**config.mk**
```make
export PLATFORM = sky130hd
export DESIGN_NAME = error_monitor
export DESIGN_NICKNAME = d
export VERILOG_FILES = /design/src/rtl/ula_pkg.sv /design/src/rtl/edge_rise.sv /design/src/rtl/error_monitor.sv
export SDC_FILE = /design/constraint.sdc
export NUM_CORES = 1
export LEC_CHECK = 0
export BUFFER_PORTS_ARGS = -buffer_cell sky130_fd_sc_hd__buf_2
export CELL_PAD_IN_SITES_DETAIL_PLACEMENT = 1
export CELL_PAD_IN_SITES_GLOBAL_PLACEMENT = 2
export CORE_ASPECT_RATIO = 1.4
export CORE_MARGIN = 10
export CORE_UTILIZATION = 33
export CTS_BUF_LIST = sky130_fd_sc_hd__clkbuf_16
export DETAILED_ROUTE_END_ITERATION = 10
export PLACE_DENSITY_LB_ADDON = 0.3
export SYNTH_ARGS = -nofsm -noshare
export SYNTH_HDL_FRONTEND = slang
export SYNTH_SLANG_ARGS = --single-unit
```
**constraint.sdc**
```tcl
create_clock -name clk -period 1.6 [get_ports clk]
set_input_delay 0.32 -clock clk [delete_from_list [all_inputs] [get_ports clk]]
set_output_delay 0.32 -clock clk [all_outputs]
set_load 0.005 [all_outputs]
```
**src/rtl/ula_pkg.sv**
```systemverilog
// Shared ALU opcodes, error-cause bit positions and monitor FSM encoding.
// Constants only; no latency, no flow control.
package ula_pkg;

    localparam logic [2:0] OP_DIV      = 3'b110;
    localparam logic [2:0] OP_INV      = 3'b111;
    localparam int         ERR_DIV_BIT = 0;
    localparam int         ERR_OP_BIT  = 1;

    // Wide enough for the largest legal BLINK_DIV (2^26-1).
    localparam int         PHASE_W     = 26;

    typedef enum logic [1:0] {
        ST_OK       = 2'd0,
        ST_ALERT    = 2'd1,
        ST_WAIT_REL = 2'd2
    } mon_state_t;

    function automatic logic [1:0] err_bits(input logic div_err, input logic op_err);
        logic [1:0] v;
        v              = 2'b00;
        v[ERR_DIV_BIT] = div_err;
        v[ERR_OP_BIT]  = op_err;
        return v;
    endfunction

endpackage

```
**src/rtl/edge_rise.sv**
```systemverilog
// Registered rising-edge detector: pulse for the cycle the input goes 0->1.
// Zero-cycle output from the live input; a held-high level yields one pulse.
module edge_rise (
    input  logic clk,
    input  logic rst_n,
    input  logic i_sig,
    output logic o_rise
);

    logic r_prev;

    always_ff @(posedge clk or negedge rst_n) begin
        if (!rst_n) begin
            r_prev <= 1'b0;
        end else begin
            r_prev <= i_sig;
        end
    end

    assign o_rise = i_sig & ~r_prev;

endmodule

```
**src/rtl/error_monitor.sv**
```systemverilog
// ALU error monitor: sticky cause bits, blinking LED, ack-driven clear; 1-cycle latency.
// No backpressure. ERROR_MONITOR_COUNT_EN adds the saturating error-event counter.
module error_monitor
    import ula_pkg::*;
#(
    parameter int unsigned BLINK_DIV = 25000000
) (
    input  logic       clk,
    input  logic       rst_n,
    input  logic       op_valid,
    input  logic [2:0] seletor,
    input  logic [3:0] b,
    input  logic       ack,
    output logic       ledr9,
    output logic [1:0] err_code,
    output logic [3:0] err_count
);

    localparam logic [PHASE_W-1:0] PHASE_LAST = PHASE_W'(BLINK_DIV - 1);
    localparam logic [PHASE_W-1:0] PHASE_ONE  = {{(PHASE_W-1){1'b0}}, 1'b1};

    mon_state_t         r_state;
    mon_state_t         w_state_nxt;
    logic               r_led;
    logic               w_led_nxt;
    logic [1:0]         r_code;
    logic [1:0]         w_code_nxt;
    logic [PHASE_W-1:0] r_phase;
    logic [PHASE_W-1:0] w_phase_nxt;

    logic       w_div_err;
    logic       w_op_err;
    logic       w_err;
    logic [1:0] w_new_bits;
    logic       w_ack_rise;

    assign w_div_err  = op_valid && (seletor == OP_DIV) && (b == 4'b0000);
    assign w_op_err   = op_valid && (seletor == OP_INV);
    assign w_err      = w_div_err | w_op_err;
    assign w_new_bits = err_bits(w_div_err, w_op_err);

    edge_rise u_ack_edge (
        .clk    (clk),
        .rst_n  (rst_n),
        .i_sig  (ack),
        .o_rise (w_ack_rise)
    );

    always_ff @(posedge clk or negedge rst_n) begin
        if (!rst_n) begin
            r_state <= ST_OK;
            r_led   <= 1'b0;
            r_code  <= 2'b00;
            r_phase <= '0;
        end else begin
            r_state <= w_state_nxt;
            r_led   <= w_led_nxt;
            r_code  <= w_code_nxt;
            r_phase <= w_phase_nxt;
        end
    end

    always_comb begin
        w_state_nxt = r_state;
        w_led_nxt   = r_led;
        w_code_nxt  = r_code;
        w_phase_nxt = r_phase;

        case (r_state)
            ST_OK: begin
                if (w_err) begin
                    w_state_nxt = ST_ALERT;
                    w_code_nxt  = w_new_bits;
                    w_led_nxt   = 1'b1;
                    w_phase_nxt = '0;
                end
            end

            ST_ALERT: begin
                if (w_err && w_ack_rise) begin
                    // Ack collides with a fresh error: only the new cause survives.
                    w_code_nxt  = w_new_bits;
                    w_led_nxt   = 1'b1;
                    w_phase_nxt = '0;
                end else if (w_ack_rise) begin
                    w_state_nxt = ST_WAIT_REL;
                    w_code_nxt  = 2'b00;
                    w_led_nxt   = 1'b0;
                    w_phase_nxt = '0;
                end else begin
                    if (w_err) begin
                        w_code_nxt = r_code | w_new_bits;
                    end
                    if (r_phase == PHASE_LAST) begin
                        w_led_nxt   = ~r_led;
                        w_phase_nxt = '0;
                    end else begin
                        w_phase_nxt = r_phase + PHASE_ONE;
                    end
                end
            end

            ST_WAIT_REL: begin
                if (w_err) begin
                    w_state_nxt = ST_ALERT;
                    w_code_nxt  = w_new_bits;
                    w_led_nxt   = 1'b1;
                    w_phase_nxt = '0;
                end else if (!ack) begin
                    w_state_nxt = ST_OK;
                end
            end

            default: begin
                w_state_nxt = ST_OK;
                w_led_nxt   = 1'b0;
                w_code_nxt  = 2'b00;
                w_phase_nxt = '0;
            end
        endcase
    end

    assign ledr9    = r_led;
    assign err_code = r_code;

`ifdef ERROR_MONITOR_COUNT_EN
    logic [3:0] r_err_cnt;

    always_ff @(posedge clk or negedge rst_n) begin
        if (!rst_n) begin
            r_err_cnt <= 4'd0;
        end else if (w_err && (r_err_cnt != 4'hF)) begin
            r_err_cnt <= r_err_cnt + 4'd1;
        end
    end

    assign err_count = r_err_cnt;
`else
    assign err_count = 4'b0000;
`endif

endmodule

```
Yosys cells after proc, flatten, opt, wreduce, memory -nomap -nowiden
Index checks and enable logic that the tools add are counted.

Add/sub/neg operators: 1. Eq/ne operators: 12. Multiplexer cells: 21. Bitwise gates (word level): 5. Reductions and logical operators: 10.

Operators by type and width (count): $mux W26 (4); $pmux W26 S2 (1); $add A26 B1 Y26 const B (1); $eq A26 B25 Y1 const B (1); $mux W2 (9); $ne A4 B4 Y1 const B (2); $eq A3 B3 Y1 const B (2); $ne A2 B2 Y1 const B (3); $pmux W2 S3 (1); $logic_and A1 B1 Y1 (4); $logic_not A4 Y1 (1); $mux W1 (4); $pmux W2 S2 (1); $reduce_and A2 Y1 (2); $reduce_and A4 Y1 (1); $ne A3 B3 Y1 const B (1); $eq A2 B1 Y1 const B (1); $eq A2 B2 Y1 const B (1); $logic_not A2 Y1 (1); $ne A2 B1 Y1 const B (1); $not A1 Y1 (2); $or A2 B2 Y2 (1); $pmux W1 S2 (1); $reduce_or A2 Y1 (1); other kinds (2) (2).

Register bits after elaboration: 32. Bits of input ports: 11. Output and inout bits: 7. Word-level logic and storage cells: 54.

Logic depth before layout (Yosys ltp)
Gate-level depths: netlist of run 1.

Word-level depth: 8. Gate-level depth with buffers: 8. Depth with buffers taken out: 6.

Hierarchy
Synthesis of run 1 repeated with hierarchy kept, for this count alone.

Cells, all modules: 199. Area total of the unflattened synthesis: 1791.7 um^2.

By module, submodules not included: error_monitor (instances 1, cells each 197, area each 1752.9 um^2, seq. area each 775.7 um^2); edge_rise (instances 1, cells each 2, area each 38.8 um^2, seq. area each 25.0 um^2).

Worst setup path before layout of run 1
OpenSTA, ideal clock, no wires.

Kind: register to register. Start point: register r_phase[0]. End point: register r_led (netlist: ledr9). Library setup time: 0.128 ns. Data arrival time: 1.652 ns. Required time: 1.472 ns. Setup slack: -0.179 ns. Stages on the path, launching flop included: 7. Path buffers: 0. Clock period less this slack: 1.779 ns. Cells stage by stage: dfrtp_1 ha_1 nand3_1 nor2_2 a31oi_4 nor2_1 mux2_1.

Cells in the longest elaborated chain, start to end: 3.

RTL lines: start, declared (RTL line error_monitor.sv:28) `logic [PHASE_W-1:0] r_phase;`; start signal, assigned (RTL line error_monitor.sv:59) `r_phase <= w_phase_nxt;`; $eq A26 B25 Y1 (RTL line error_monitor.sv:94) `if (r_phase == PHASE_LAST) begin`; $ne A4 B4 Y1 (no line); $reduce_and A2 Y1 (no line); end signal, assigned (RTL line error_monitor.sv:57) `r_led <= w_led_nxt;`; end, declared (RTL line error_monitor.sv:24) `logic r_led;`.

Every way passes these cells. A chain may end at the register's enable or synchronous reset.

Worst setup path after layout of run 1
Start point: register r_phase[15]. End point: register r_phase[3].

Cells in the longest elaborated chain, start to end: 5.

RTL lines: $eq A26 B25 Y1 (RTL line error_monitor.sv:94); $mux W26 (RTL line error_monitor.sv:94); $mux W26 (RTL line error_monitor.sv:85) `end else if (w_ack_rise) begin`; $mux W26 (RTL line error_monitor.sv:80) `if (w_err && w_ack_rise) begin`; $pmux W26 S2 (RTL line error_monitor.sv:69) `case (r_state)`.

Every way passes these cells.

==> run metrics, run 1 <==
result of the run complete, but fails checks; violated checks negative hold slack, negative setup slack; ratio of cells with drive above 1 in the final layout 41.1%; FMAX 0.574 GHz; reported leakage power 0.00124 uW; Mapped Area 1840 um^2; initial antenna violation count 0; CP required 1.76 ns; family with the most delay on the worst path simple AND/OR/NAND/NOR gates; total setup violations reported at the end of the flow 21; worst slack after detailed placement -0.145 ns; final core utilization 49.1%; wire length of the first global-routing pass 10.0 mm; total negative slack -1.14 ns; top-level I/O count 18; number of synthesized register bits 32; power density over cell area 874 nW/um^2; width of the die 83.1 um; area added between synthesis and finish 45.6%; placer's final routability congestion estimate 0.808; DRC 0; CP Cell Sequence nor4bb_1 -> and4_1 -> a31oi_4 -> buf_4 -> a21o_1 -> a22o_1; final non-filler cell total 333; largest area contributor in the netlist sky130_fd_sc_hd__dfrtp_1; signal arrival time at the worst endpoint 1.91 ns; later-pin clock latency in the skew report 0.28 ns; Synth warnings 0; drt initial violations 72; via count of the first global-routing pass 2094; largest net degree at the start of global routing 18; synthesized instance count 193; final HPWL from detailed placement 4.38 mm; vias 1828; cell count after placement 317; post-synth top area share 43.6%; unrepaired setup endpoints after global routing yes; post-detailed-placement cell area 2370 um^2; Final Instance Area 2680 um^2; area of the core region 5450 um^2; crit-path max FO 9; Port Buffer Count 13; class of the worst hold path primary input to async pin; number of inserted diodes 0; startpoint kind of the worst setup timing path register; count of nets left with antenna violations after detail routing 0; Crit-path slowest cell sky130_fd_sc_hd__dfrtp_1; global-route total usage across every layer 13.6%; number of synthesized flops with an enable pin 0; Final Net Count 277; max-cap violation count 0; Detailed Route WL 5.90 mm; largest stage delay on the critical path 0.40 ns; TritonCTS buffer count 5; number of hold-slack violations in the final timing report 8; Initial Util 33.8%; Setup WS post-layout -0.143 ns; GRT Residual Overflow 0; clock tree root driver cell sky130_fd_sc_hd__clkbuf_16; Avg Cell Area, Syn 9.52 um^2; share of synthesized flip-flops with an asynchronous set or reset 100%; mean routed wirelength per cell 17.7 um; iteration count of the initial detailed-routing pass 4; buffering stage count on the worst path with inverters included 1; clock slew at reported path FFs 0.06 ns; clock buffer depth 2; clock tree from TritonCTS done; Clock Skews 0.00730 ns; flip-flop cell with the highest count after synthesis sky130_fd_sc_hd__dfrtp_1; Worst Hold Margin -0.00718 ns; category of the worst setup path capture point register; sequential fraction of the synthesis area 43.6%; number of fillers in the final layout 647; area of the die 9000 um^2; total number of placement rows 32; deepest level of the CTS H-tree 2; y dimension of the die 108 um; crit path kind register to register; Final Cycle Share 109%; number of sinks on the clock net 32; Synth area leaders sky130_fd_sc_hd__dfrtp_1 (44%), sky130_fd_sc_hd__a31oi_1 (4.4%), sky130_fd_sc_hd__nand2_1 (4.1%); Max IR drop VDD 0.459 mV; Netlist cell types 51; number of max-slew violations in the final report 0; Vias/cell 5.49; fin crit period 1.74 ns
-- routing by layer --
| layer | GRT usage (%) | part of all wire (%) |
|---|---|---|
| met1 | 13.1 | 37 |
| met2 | 26.9 | 58 |
| met3 | 2.63 | 2.4 |
| met4 | 6.22 | 2.5 |
| met5 | 0 | 0 |
-- per-stage QoR --
step,hold slack [ns],total power (uW)
global placement,0.279,1320
CTS,0.00112,2330
global route,0.00914,2450
finish,-0.00718,2340
floorplan,0.0244,1130
detailed placement,0.295,1360
-- what timing repair did --
item / in CTS / in global routing
buffers inserted: 4 / 5
pin swaps: 14 / 7
gates resized for setup: 14 / 9
setup endpoints to repair: 26 / 27
hold buffers: 0 / 0
-- cell usage after synthesis, types with 2 or more instances --
master / number
sky130_fd_sc_hd__mux2_2: 3
sky130_fd_sc_hd__nand4_1: 6
sky130_fd_sc_hd__xor2_1: 5
sky130_fd_sc_hd__clkbuf_1: 2
sky130_fd_sc_hd__dfrtp_1: 32
sky130_fd_sc_hd__a221o_1: 2
sky130_fd_sc_hd__nand3_1: 10
sky130_fd_sc_hd__and3_1: 5
sky130_fd_sc_hd__and4_1: 3
sky130_fd_sc_hd__o21ai_0: 10
sky130_fd_sc_hd__nand3b_1: 2
sky130_fd_sc_hd__xnor2_1: 2
sky130_fd_sc_hd__nand2_1: 20
sky130_fd_sc_hd__inv_1: 2
sky130_fd_sc_hd__a31oi_1: 13
sky130_fd_sc_hd__o21ai_1: 2
sky130_fd_sc_hd__nor4_1: 2
sky130_fd_sc_hd__a22o_1: 3
sky130_fd_sc_hd__buf_4: 6
sky130_fd_sc_hd__buf_2: 4
sky130_fd_sc_hd__nor2_1: 16
sky130_fd_sc_hd__a21o_1: 2
sky130_fd_sc_hd__a21oi_1: 8
sky130_fd_sc_hd__or3_1: 4
sky130_fd_sc_hd__nand2b_1: 3
-- power breakdown --
part / switching (uW) / leakage (uW) / internal, uW
logic: 242 / 0.000735 / 274
clock network: 343 / 0.0000709 / 559
registers: 59.1 / 0.000435 / 864
-- path summary, 6_finish.rpt --
kind | startpoint | end | slack (ns) | cells past startpoint
max | r_phase[15]$_DFFE_PN0P_ | r_phase[3]$_DFFE_PN0P_ | -0.14 | 6
min | rst_n | ledr9$_DFFE_PN0P_ | -0.007 | 1
max reg2reg | r_phase[15]$_DFFE_PN0P_ | r_phase[3]$_DFFE_PN0P_ | -0.14 | 6
min reg2reg | err_code[0]$_DFFE_PN0P_ | err_code[0]$_DFFE_PN0P_ | 0.53 | 2
max in group asynchronous | rst_n | r_phase[16]$_DFFE_PN0P_ | 1.15 | 2
min in group clk | ack | u_ack_edge.r_prev$_DFF_PN0_ | 0.18 | 1
-- worst register-to-register path, cell delays in order, from the launching register on --
cell                       delay, ns
sky130_fd_sc_hd__dfrtp_1        0.40
sky130_fd_sc_hd__nor4bb_1       0.29
sky130_fd_sc_hd__and4_1         0.28
sky130_fd_sc_hd__a31oi_4        0.13
sky130_fd_sc_hd__buf_4          0.20
sky130_fd_sc_hd__a21o_1         0.16
sky130_fd_sc_hd__a22o_1         0.18
-- placed cells by master (no fill, tap or decap), drive strengths merged, types with 2 or more instances in the layout --
| cell | count |
|---|---|
| o21ai | 12 |
| nand3 | 11 |
| buf | 75 |
| dfrtp | 32 |
| a21o | 2 |
| and4 | 4 |
| clkbuf | 5 |
| nand2 | 20 |
| nand2b | 3 |
| a221o | 2 |
| xor2 | 5 |
| nor2 | 18 |
| inv | 3 |
| nor4 | 3 |
| a22o | 3 |
| a31oi | 14 |
| xnor2 | 2 |
| nand4 | 7 |
| a21oi | 9 |
| or3 | 4 |
| and3 | 6 |
| nand3b | 2 |
| mux2 | 4 |
| conb | 4 |
-- state kept, by name, summed over array words and instances (netlist names) --
register,flops
r_phase,26
u_ack_edge.r_prev,1
ledr9,1
err_code,2
r_state,2
-- final cells by class --
| class | instances | area, um^2 | area share, % |
|---|---|---|---|
| Tap cell | 68 | 85.1 | 3.18 |
| Sequential cell | 32 | 801 | 29.9 |
| Multi-Input combinational cell | 149 | 1070 | 39.9 |
| Timing Repair Buffer | 75 | 582 | 21.7 |
| Clock buffer | 5 | 125 | 4.68 |
| Inverter | 2 | 7.51 | 0.281 |
| Clock inverter | 2 | 8.76 | 0.327 |
-- kinds of logic (layout without fill, tap and decap cells) --
logic type | after synthesis | after routing | share of synthesized area, %
other | 1 | 4 | 0.204
AND/OR/NAND/NOR | 86 | 86 | 27.7
XOR/XNOR | 7 | 7 | 3.34
multiplexers | 4 | 4 | 2.45
flip-flops | 32 | 32 | 43.6
adder cells (fa/ha/maj) | 1 | 1 | 0.681
AO/OA/AOI/OAI | 47 | 47 | 17.1
buffers and inverters | 15 | 84 | 4.97
Power figures use the tool's default switching activity.
==> run 2: changes to the inputs <==
--- a/config.mk
+++ b/config.mk
@@ -14,6 +14,7 @@
 export CTS_BUF_LIST = sky130_fd_sc_hd__clkbuf_16
 export DETAILED_ROUTE_END_ITERATION = 10
 export PLACE_DENSITY_LB_ADDON = 0.3
+export SKIP_CTS_REPAIR_TIMING = 1
 export SYNTH_ARGS = -nofsm -noshare
 export SYNTH_HDL_FRONTEND = slang
 export SYNTH_SLANG_ARGS = --single-unit
==> constraint.sdc (replaced) <==
create_clock -name clk -period 1.6 [get_ports clk]
set_input_delay 0.16 -clock clk [delete_from_list [all_inputs] [get_ports clk]]
set_output_delay 0.16 -clock clk [all_outputs]
set_load 0.005 [all_outputs]
==> run metrics, run 2 (synthesized netlist as in run 1, its figures left out) <==
TritonCTS buffer count 5 (unchanged); register containing the most flip-flops in the final layout r_phase; later-pin clock latency in the skew report 0.28 ns (about the same); FMAX 0.566 GHz (-1.4%); Final Cycle Share 110% (+1.6 points); number of hold-slack violations in the final timing report 32 (+24); total power of the final layout 2470 uW (+5.6%); total negative slack -1.93 ns (-0.793 ns); Final Net Count 266 (-4.0%); number of max-slew violations in the final report 0 (unchanged); Clock Skews 0.00581 ns (-0.00149 ns); wire length of the first global-routing pass 9.83 mm (-1.9%); mean routed wirelength per cell 18.3 um (+3.7%); number of sinks on the clock net 32 (unchanged); CP required 1.77 ns (about the same); largest net degree at the start of global routing 33 (+15); placer's final routability congestion estimate 0.810 (+0.19%); cell count after placement 312 (-1.6%); crit-path max FO 9 (unchanged); crit path kind register to register; via count of the first global-routing pass 2008 (-4.1%); DRC 0 (unchanged); total number of placement rows 32 (unchanged); vias 1766 (-3.4%); number of fillers in the final layout 645 (-0.31%); drt initial violations 48 (-33%); max reg flops 26 (unchanged); register area 801 um^2 (unchanged); Port Buffer Count 13 (unchanged); category of the worst setup path capture point register; ratio of cells with drive above 1 in the final layout 38.8% (-2.3 points); global-route total usage across every layer 13.4% (-0.20 points); multi-input gate area in the final layout 1050 um^2 (-1.5%); Vias/cell 5.47 (-0.40%); width of the die 83.1 um (unchanged); startpoint kind of the worst setup timing path register; area of the core region 5450 um^2 (unchanged); clock tree root driver cell sky130_fd_sc_hd__clkbuf_16; GRT Residual Overflow 0 (unchanged); signal arrival time at the worst endpoint 1.94 ns (+0.03 ns); result of the run complete, but fails checks; area of the die 9000 um^2 (unchanged); Worst Hold Margin -0.0414 ns (-0.0342 ns); top-level I/O count 18 (unchanged); final HPWL from detailed placement 4.42 mm (+0.90%); clock tree from TritonCTS done; count of nets left with antenna violations after detail routing 0 (unchanged); iteration count of the initial detailed-routing pass 4 (unchanged); clock buffer depth 2 (unchanged); commonest non-fill, non-tap cell in the layout sky130_fd_sc_hd__buf_4; transition time of the tightest slew-check pin 0.785 ns; Initial Util 33.8% (unchanged); clock slew at reported path FFs 0.06 ns (about the same); Setup WS post-layout -0.168 ns (-0.0248 ns); power density over cell area 950 nW/um^2 (+8.7%); class of the worst hold path primary input to async pin; initial antenna violation count 0 (unchanged); Detailed Route WL 5.93 mm (+0.54%); final non-filler cell total 323 (-3.0%); deepest level of the CTS H-tree 2 (unchanged); headroom to the max-slew limit 47.7%; total setup violations reported at the end of the flow 25 (+19%); unrepaired setup endpoints after global routing yes; reported leakage power 0.00120 uW (-3.3%); number of inserted diodes 0 (unchanged); worst slack after detailed placement -0.179 ns (-0.0343 ns); violated checks negative hold slack, negative setup slack; final core utilization 47.7% (-1.4 points); fin crit period 1.77 ns (+0.0248 ns); leading cell types in the layout, fill and taps excluded sky130_fd_sc_hd__buf_4 (44), sky130_fd_sc_hd__dfrtp_1 (32), sky130_fd_sc_hd__nand2_1 (20); Max IR drop VDD 0.515 mV (+12%); y dimension of the die 108 um (unchanged); area added between synthesis and finish 41.5%; max-cap violation count 0 (unchanged)
-- run 2: layout make-up --
cell class	instances	share of cell area, %
well taps	68	3.27
repair buffers	64	18.9
multi-input cells	149	40.4
inverters	2	0.289
flip-flops and latches	32	30.8
clock buffers	5	4.81
clock inverters	3	1.49
-- run 2: path summary, 6_finish.rpt --
check / start / end / slack [ns] / cells past startpoint
worst max-delay path: r_phase[9]$_DFFE_PN0P_ / r_phase[3]$_DFFE_PN0P_ / -0.17 / 6
max in group asynchronous: rst_n / r_phase[14]$_DFFE_PN0P_ / 1.14 / 1
worst min-delay path: rst_n / err_code[1]$_DFFE_PN0P_ / -0.04 / 1
min in group clk: ack / u_ack_edge.r_prev$_DFF_PN0_ / 0.01 / 1
worst max register to register: r_phase[9]$_DFFE_PN0P_ / r_phase[3]$_DFFE_PN0P_ / -0.17 / 6
worst min register to register: r_phase[5]$_DFFE_PN0P_ / r_phase[5]$_DFFE_PN0P_ / 0.53 / 1
-- run 2: report_power, final --
part           switching (uW)  internal (uW)
Sequential               54.9            863
Combinational             219            237
Clock                     371            726
Total                     645           1830
-- run 2: critical path, cell delays in order, from the launching register on --
cell                      delay [ns]
sky130_fd_sc_hd__dfrtp_1        0.40
sky130_fd_sc_hd__nor4b_2        0.29
sky130_fd_sc_hd__and4_1         0.28
sky130_fd_sc_hd__a31oi_4        0.16
sky130_fd_sc_hd__buf_12         0.18
sky130_fd_sc_hd__a21o_1         0.16
sky130_fd_sc_hd__a22o_1         0.18
-- run 2: metal layers --
metal | GRT usage, % | vias up | routed length (um)
met5 | 0 | - | 0
met1 | 12.3 | 905 | 2220
met2 | 27.2 | 23 | 3460
li1 | - | 827 | -
met3 | 2.71 | 11 | 134
met4 | 5.98 | 0 | 114
-- run 2: metrics by stage --
stage	hold WS, ns	instance area (um^2)
after global placement	0.255	2330
after CTS	-0.0116	2500
after detailed placement	0.284	2330
after global routing	0.00862	2600
after floorplan	-0.136	1880
final	-0.0414	2600
==> run 3: changes to the inputs <==
--- a/config.mk
+++ b/config.mk
@@ -18,3 +18,4 @@
 export SYNTH_ARGS = -nofsm -noshare
 export SYNTH_HDL_FRONTEND = slang
 export SYNTH_SLANG_ARGS = --single-unit
+export TNS_END_PERCENT = 50
==> run metrics, run 3 (synthesized netlist as in run 1, its figures left out) <==
result of the run complete, but fails checks; violated checks negative hold slack, negative setup slack; largest stage delay on the critical path 0.40 ns (about the same); CP Cell Sequence nor4b_2 -> and4_1 -> a31oi_4 -> buf_12 -> a21o_1 -> a22o_1; clock tree root driver cell sky130_fd_sc_hd__clkbuf_16; Final Net Count 266 (unchanged); mean routed wirelength per cell 18.2 um (-0.67%); Detailed Route WL 5.89 mm (-0.67%); deepest level of the CTS H-tree 2 (unchanged); vias 1756 (-0.57%); unrepaired setup endpoints after global routing yes; family with the most delay on the worst path simple AND/OR/NAND/NOR gates; area of the core region 5450 um^2 (unchanged); power density over cell area 951 nW/um^2 (about the same); commonest non-fill, non-tap cell in the layout sky130_fd_sc_hd__buf_4; number of inserted diodes 0 (unchanged); width of the die 83.1 um (unchanged); register containing the most flip-flops in the final layout r_phase; reported leakage power 0.00120 uW (about the same); Vias/cell 5.44 (-0.57%); GRT Residual Overflow 0 (unchanged); number of hold-slack violations in the final timing report 32 (unchanged); transition time of the tightest slew-check pin 0.781 ns (-0.00454 ns); Crit-path slowest cell sky130_fd_sc_hd__dfrtp_1; buffering stage count on the worst path with inverters included 1 (unchanged); total negative slack -1.96 ns (-0.0222 ns); count of nets left with antenna violations after detail routing 0 (unchanged); fin crit period 1.77 ns (+0.000352 ns); area of the die 9000 um^2 (unchanged); NetSw 640 uW (-0.77%); iteration count of the initial detailed-routing pass 4 (unchanged); Comb power frac 18.5% (about the same); clock buffer depth 2 (unchanged); final HPWL from detailed placement 4.42 mm (unchanged); class of the worst hold path primary input to async pin; TritonCTS buffer count 5 (unchanged); reg2reg start r_phase[9]$_DFFE_PN0P_; Max IR drop VDD 0.515 mV (about the same); total number of placement rows 32 (unchanged); max-cap violation count 0 (unchanged); signal arrival time at the worst endpoint 1.94 ns (about the same); clock tree from TritonCTS done; worst setup path startpoint r_phase[9]$_DFFE_PN0P_; worst slack after detailed placement -0.179 ns (unchanged); number of max-slew violations in the final report 0 (unchanged); category of the worst setup path capture point register; CP required 1.77 ns (about the same); crit-path max FO 9 (unchanged); clock share of power 44.3% (about the same); proportion of power drawn by flip-flops and latches 37.2% (about the same); Setup WS post-layout -0.168 ns (-0.000352 ns); startpoint kind of the worst setup timing path register; top-level I/O count 18 (unchanged); global-route total usage across every layer 13.4% (unchanged); later-pin clock latency in the skew report 0.28 ns (about the same); cell count after placement 312 (unchanged); initial antenna violation count 0 (unchanged); drt initial violations 49 (+2.1%); total power of the final layout 2470 uW (-0.21%); Int Power 1830 uW (about the same); FMAX 0.566 GHz (about the same); final non-filler cell total 323 (unchanged); number of sinks on the clock net 32 (unchanged); largest net degree at the start of global routing 33 (unchanged); placer's final routability congestion estimate 0.810 (unchanged); clock slew at reported path FFs 0.06 ns (about the same); number of fillers in the final layout 643 (-0.31%); share of total power consumed by net switching 25.9% (-0.15 points); via count of the first global-routing pass 2008 (unchanged); Final Cycle Share 111% (about the same); area added between synthesis and finish 41.0%; headroom to the max-slew limit 48.0% (+0.30 points); Clock Skews 0.00646 ns (+0.000650 ns); Initial Util 33.8% (unchanged); ratio of cells with drive above 1 in the final layout 38.8% (unchanged); y dimension of the die 108 um (unchanged); Worst Hold Margin -0.0413 ns (+0.000142 ns); total setup violations reported at the end of the flow 25 (unchanged); reg2reg setup slack -0.17 ns (about the same); DRC 0 (unchanged); Port Buffer Count 13 (unchanged); crit path kind register to register; leading cell types in the layout, fill and taps excluded sky130_fd_sc_hd__buf_4 (46), sky130_fd_sc_hd__dfrtp_1 (32), sky130_fd_sc_hd__nand2_1 (20); wire length of the first global-routing pass 9.83 mm (unchanged); max reg flops 26 (unchanged)
-- run 3: cell counts in the layout (fill, tap and decap cells not counted) --
No cell type changed its count.
-- run 3: cell type report --
cell class              instances  area (um^2)  share of cell area, %
clock buffers                   5          125                   4.83
clock inverters                 3         38.8                   1.50
inverters                       2         7.51                  0.290
multi-input cells             149         1050                   40.5
flip-flops and latches         32          801                   30.9
well taps                      68         85.1                   3.28
repair buffers                 64          484                   18.7
-- run 3: path summary, 6_finish.rpt --
| check | depth (start not counted) | end |
|---|---|---|
| min reg2reg | 1 | r_phase[5]$_DFFE_PN0P_ |
| max in group asynchronous | 1 | r_phase[13]$_DFFE_PN0P_ |
| max | 6 | r_phase[3]$_DFFE_PN0P_ |
| min | 1 | err_code[1]$_DFFE_PN0P_ |
| min in group clk | 1 | u_ack_edge.r_prev$_DFF_PN0_ |
| max reg2reg | 6 | r_phase[3]$_DFFE_PN0P_ |
-- run 3: metal layers --
metal	track usage [%]	vias to the layer above	part of all wire, %
met3	2.71	12	2.4
met1	12.3	889	37
met4	5.98	0	2.3
met2	27.2	27	58
met5	0	-	0
li1	-	828	-
-- run 3: power groups by stage --
stage	logic, uW	clock network [uW]	registers (uW)
3_5_place_dp	395	0	928
6_report	456	1090	918
2_1_floorplan	200	0	925
5_1_grt	507	1150	924
4_1_cts	398	1100	915
3_3_place_gp	370	0	919
-- run 3: stage by stage --
stage                     utilization [%]  instance area [um^2]
after floorplan                         -                  1880
after global placement               42.8                  2330
after detailed placement             42.8                  2330
after CTS                            45.8                  2500
after global routing                 47.6                  2590
final                                47.6                  2590
